### src/rtl/adder_tree_arbiter.sv
// Round-robin front end for a shared 5-operand pipelined adder tree.
// Requester IDs travel down a valid/tag delay line matched to the tree latency.
module adder_tree_arbiter #(
   parameter int N        = 4,
   parameter int W        = 16,
   parameter int TREE_LAT = 4,
   parameter int IDW      = 2
) (
   input  logic               clk,
   input  logic               rst_n,
   input  logic               hold,
   input  logic [N-1:0]       req_valid,
   output logic [N-1:0]       req_ready,
   input  logic [N*5*W-1:0]   req_data,
   output logic [W-1:0]       tree_a,
   output logic [W-1:0]       tree_b,
   output logic [W-1:0]       tree_c,
   output logic [W-1:0]       tree_d,
   output logic [W-1:0]       tree_e,
   input  logic [W-1:0]       tree_out,
   output logic               rsp_valid,
   output logic [IDW-1:0]     rsp_id,
   output logic [W-1:0]       rsp_data,
   output logic               busy
);

   localparam int OPW = 5 * W;

   logic [IDW-1:0]                ptr;
   logic [IDW-1:0]                gnt_id;
   logic [IDW-1:0]                idx;
   logic                          gnt_any;
   logic [OPW-1:0]                gnt_data;
   logic [TREE_LAT:0]             vld_pipe;
   logic [TREE_LAT:0][IDW-1:0]    id_pipe;

   // Search starts one past the last winner, so the winner drops to lowest priority.
   always_comb begin
      req_ready = '0;
      gnt_any   = 1'b0;
      gnt_id    = '0;
      idx       = '0;
      for (int k = 0; k < N; k++) begin
         idx = IDW'((int'(ptr) + 1 + k) % N);
         if (!hold && !gnt_any && req_valid[idx]) begin
            req_ready[idx] = 1'b1;
            gnt_any        = 1'b1;
            gnt_id         = idx;
         end
      end
   end

   always_comb begin
      gnt_data = '0;
      for (int i = 0; i < N; i++)
         if (req_ready[i]) gnt_data = gnt_data | req_data[i*OPW +: OPW];
   end

   always_ff @(posedge clk or negedge rst_n) begin
      if (!rst_n) begin
         ptr       <= IDW'(N - 1);
         tree_a    <= '0;
         tree_b    <= '0;
         tree_c    <= '0;
         tree_d    <= '0;
         tree_e    <= '0;
         vld_pipe  <= '0;
         id_pipe   <= '0;
         rsp_valid <= 1'b0;
         rsp_id    <= '0;
         rsp_data  <= '0;
         busy      <= 1'b0;
      end else begin
         // Operands hold when idle; the tree keeps summing them but the tag is invalid.
         if (gnt_any) begin
            ptr    <= gnt_id;
            tree_a <= gnt_data[0*W +: W];
            tree_b <= gnt_data[1*W +: W];
            tree_c <= gnt_data[2*W +: W];
            tree_d <= gnt_data[3*W +: W];
            tree_e <= gnt_data[4*W +: W];
         end
         vld_pipe  <= {vld_pipe[TREE_LAT-1:0], gnt_any};
         id_pipe   <= {id_pipe[TREE_LAT-1:0], gnt_id};
         rsp_valid <= vld_pipe[TREE_LAT];
         if (vld_pipe[TREE_LAT]) begin
            rsp_id   <= id_pipe[TREE_LAT];
            rsp_data <= tree_out;
         end
         busy <= gnt_any | (|vld_pipe);
      end
   end

endmodule

### config.mk
export PLATFORM = sky130hd
export DESIGN_NAME = adder_tree_arbiter
export DESIGN_NICKNAME = d
export VERILOG_FILES = /design/src/rtl/adder_tree_arbiter.sv
export SDC_FILE = /design/constraint.sdc
export NUM_CORES = 1
export LEC_CHECK = 0
export BUFFER_PORTS_ARGS = -buffer_cell sky130_fd_sc_hd__buf_2
export CORE_AREA = 2 2 174 176
export DETAILED_ROUTE_END_ITERATION = 10
export DIE_AREA = 0 0 176 178
export SLEW_MARGIN = 10
export SYNTH_ARGS = -nofsm -noshare
export SYNTH_HDL_FRONTEND = slang
export SYNTH_SLANG_ARGS = --single-unit
### constraint.sdc
create_clock -name clk -period 2.65 [get_ports clk]
set_input_delay 0.265 -clock clk [delete_from_list [all_inputs] [get_ports clk]]
set_output_delay 0.265 -clock clk [all_outputs]
set_load 0.005 [all_outputs]
==> reports/metrics.csv <==
metric,value,unit
stdcell_count,1462,
placementRows,63,
holdWs,0.0822,ns
fillers,2936,
vias,7073,
yosys_warnings,0,
synth_xor_xnor_area_share,0,%
clock_sinks,117,
ys_ff_latch,117,
tightest_slew,0.869,ns
status,"finished, violations left",
drt_iter0_drc,445,
worstSetupEndpointType,output port,
synthesis.area,6030,um2
drive_gt1_share,63.5,%
cap_violations,0,
synth_cell_types,40,
slew_viol_final,0,
cts_tree,yes,
worstSetupPathType,reg -> out,
postRouteAntennaNets,0,
cp_max_fo,5,
clockBufferDepth,2,
synthMuxAreaShare,5.33,%
cts_buffers,17,
cts-root-buf,clkbuf_16,
area_delta_synth_final,75.3,%
final_design_area_no_fill,10600,um2
dr.pass1.iters,5,
clk-insertion-delay-late,0.42,ns
ir_drop,0.480,mV
regArea,2930,um2
nNetsFinal,1408,
synth_edf_count,0,
htree_levels,4,
slew_headroom,42.1,%
tns,-8.85,ns
fin_crit_sh,107,%
grt_start_max_net_pins,62,
min_path_type,in -> reg,
die_area,31300,um2
p_per_area,1130,nW/um2
io_buffers,446,
violations,setup timing,
netlist_instances,582,
setup_ws,-0.195,ns
ys.flop_type,dfrtp_1,
fin_worst_skew,0.0119,ns
wire_per_inst,18.2,um
grt_overflow,0,
hold_violations,0,
die_h,178,um
grt_pass1_vias,6790,
post-place-ws,-0.163,ns
core-area,29400,um2
vias_per_cell,4.84,
multi_input_area,3370,um2
ys_async_sr_fraction,100,%
antenna_found_initial,1,
die_width,176,um
arrival,2.58,ns
initial_core_util,20.5,%
grt_pass1_wl,38300,um
cellLeakagePower,4.69,nW
synth.net_count,932,
yosys.area_share.simple,7.95,%
drt-total-wl,26600,um
period_needed,2.85,ns
start_kind,flop,
grtUsageTotal,16.1,%
ios,447,
yosysSeqAreaShare,48.6,%
synth_compound_area_share,31.5,%
drc,0,
finalSetupViolCount,82,
gp_congestion,0.869,
required,2.38,ns
synth_top_family_by_area,compound AO/OA/AOI/OAI gates,
synth_fa_ha_area_share,1.45,%
cts.clk_slew.worst_paths,0.07,ns
timing.fmax,351,MHz
post-dp-hpwl,18400,um
place_area,9050,um2
avgSynthCellArea,10.4,um2
rsz0062_at_grt,yes,
placed_cells,1409,
-- logic make-up (layout without fill, tap and decap cells) --
group,after synthesis,in the layout
buffers and inverters,57,546
adder cells (fa/ha/maj),7,7
multiplexers,27,27
other,0,1
flip-flops,117,117
AO/OA/AOI/OAI,263,263
AND/OR/NAND/NOR,111,111
-- report_power, final --
part           switching (mW)  internal (mW)  total (mW)
Sequential              0.432           2.60        3.04
Clock                   0.955           1.31        2.27
Combinational            3.29           3.35        6.64
Total                    4.68           7.27        11.9
-- metrics by stage --
stage / power (mW) / util [%]
global route: 12.8 / 36.0
detailed placement: 8.22 / 30.8
finish: 11.9 / 36.0
global placement: 8.15 / 30.8
floorplan: 5.98 / -
CTS: 11.7 / 35.0
-- worst max-delay path, cell delays in order (launching register included) --
cell	delay, ns
dfstp_2	0.58
inv_4	0.05
ha_4	0.27
mux4_2	0.56
and2_4	0.18
a31oi_4	0.16
o211ai_4	0.12
buf_12	0.15
buf_6	0.10
-- sequential cells by signal, summed over array words and instances, names as in the netlist --
register	count
tree_c	16
vld_pipe	5
tree_d	16
busy	1
rsp_data	16
rsp_id	2
tree_b	16
rsp_valid	1
ptr	2
tree_a	16
id_pipe	10
tree_e	16
-- routing by layer --
metal | vias to the layer above | track usage (%) | wire length (um)
met5 | - | 0 | 0
met4 | 0 | 7.37 | 1000
met3 | 47 | 3.39 | 1730
met2 | 352 | 27.1 | 13100
met1 | 3425 | 19.9 | 10700
li1 | 3249 | - | -
-- area by class of cell --
class | count | area share (%)
clock inverter | 15 | 1.36
antenna | 1 | 0.0237
clock buffer | 17 | 4.02
multi-input combinational | 408 | 31.9
inverter | 2 | 0.0947
sequential | 117 | 27.7
tap | 390 | 4.62
timing repair buffer | 512 | 30.3
-- cell usage in the layout (no fill, tap or decap), types with 2 or more instances in the layout --
master / count
o22ai_1: 2
buf_4: 35
a21oi_1: 4
buf_2: 441
a31oi_4: 4
nand4_1: 4
nor2_1: 86
buf_6: 8
buf_12: 17
clkinv_4: 2
o211ai_1: 3
dfstp_2: 2
mux2i_2: 2
o21ai_0: 2
mux2_2: 20
buf_16: 3
a31oi_1: 80
clkbuf_16: 17
or3_1: 2
clkinvlp_4: 4
bufbuf_16: 6
a22oi_1: 70
ha_1: 6
o211ai_4: 4
inv_6: 7
mux2_4: 2
nand2_1: 4
or4_1: 2
and2_4: 4
nor3_1: 2
dfrtp_1: 115
a22oi_2: 90
-- Yosys cell counts (3+ instances only) --
| cell type | instances | area, um2 |
|---|---|---|
| nand2_1 | 4 | 15.0 |
| a21oi_1 | 4 | 20.0 |
| clkbuf_1 | 19 | 71.3 |
| o211ai_1 | 3 | 22.5 |
| dfrtp_1 | 115 | 2880 |
| nor2_1 | 86 | 323 |
| a22oi_1 | 160 | 1200 |
| and2_1 | 4 | 25.0 |
| a31oi_1 | 83 | 519 |
| ha_1 | 7 | 87.6 |
| nand4_1 | 4 | 25.0 |
| buf_4 | 12 | 90.1 |
| mux2_2 | 21 | 236 |
| buf_6 | 4 | 45.0 |
| buf_2 | 19 | 95.1 |
-- path summary, 6_finish.rpt --
| check | startpoint | end | slack (ns) | cells after the start |
|---|---|---|---|---|
| max | ptr[0] | req_ready[1] | -0.20 | 8 |
| min | tree_out[8] | rsp_data[8] | 0.08 | 2 |
| max reg2reg | ptr[0] | tree_e[10] | -0.17 | 11 |
| min reg2reg | id_pipe[6] | id_pipe[8] | 0.35 | 0 |
| max in group asynchronous | rst_n | tree_b[6] | 1.61 | 3 |
| min in group asynchronous | rst_n | rsp_id[0] | 0.31 | 2 |
-- timing repair --
action | CTS | global route
endpoints found under the setup margin | 80 | 85
pin swaps | 12 | 30
hold endpoints to repair | 25 | 0
cloned | 8 | 0
buffers inserted | 9 | 2
hold buffers | 1 | 0
resized for setup | 66 | 53
Note: power is estimated with default switching activity, not from simulation.
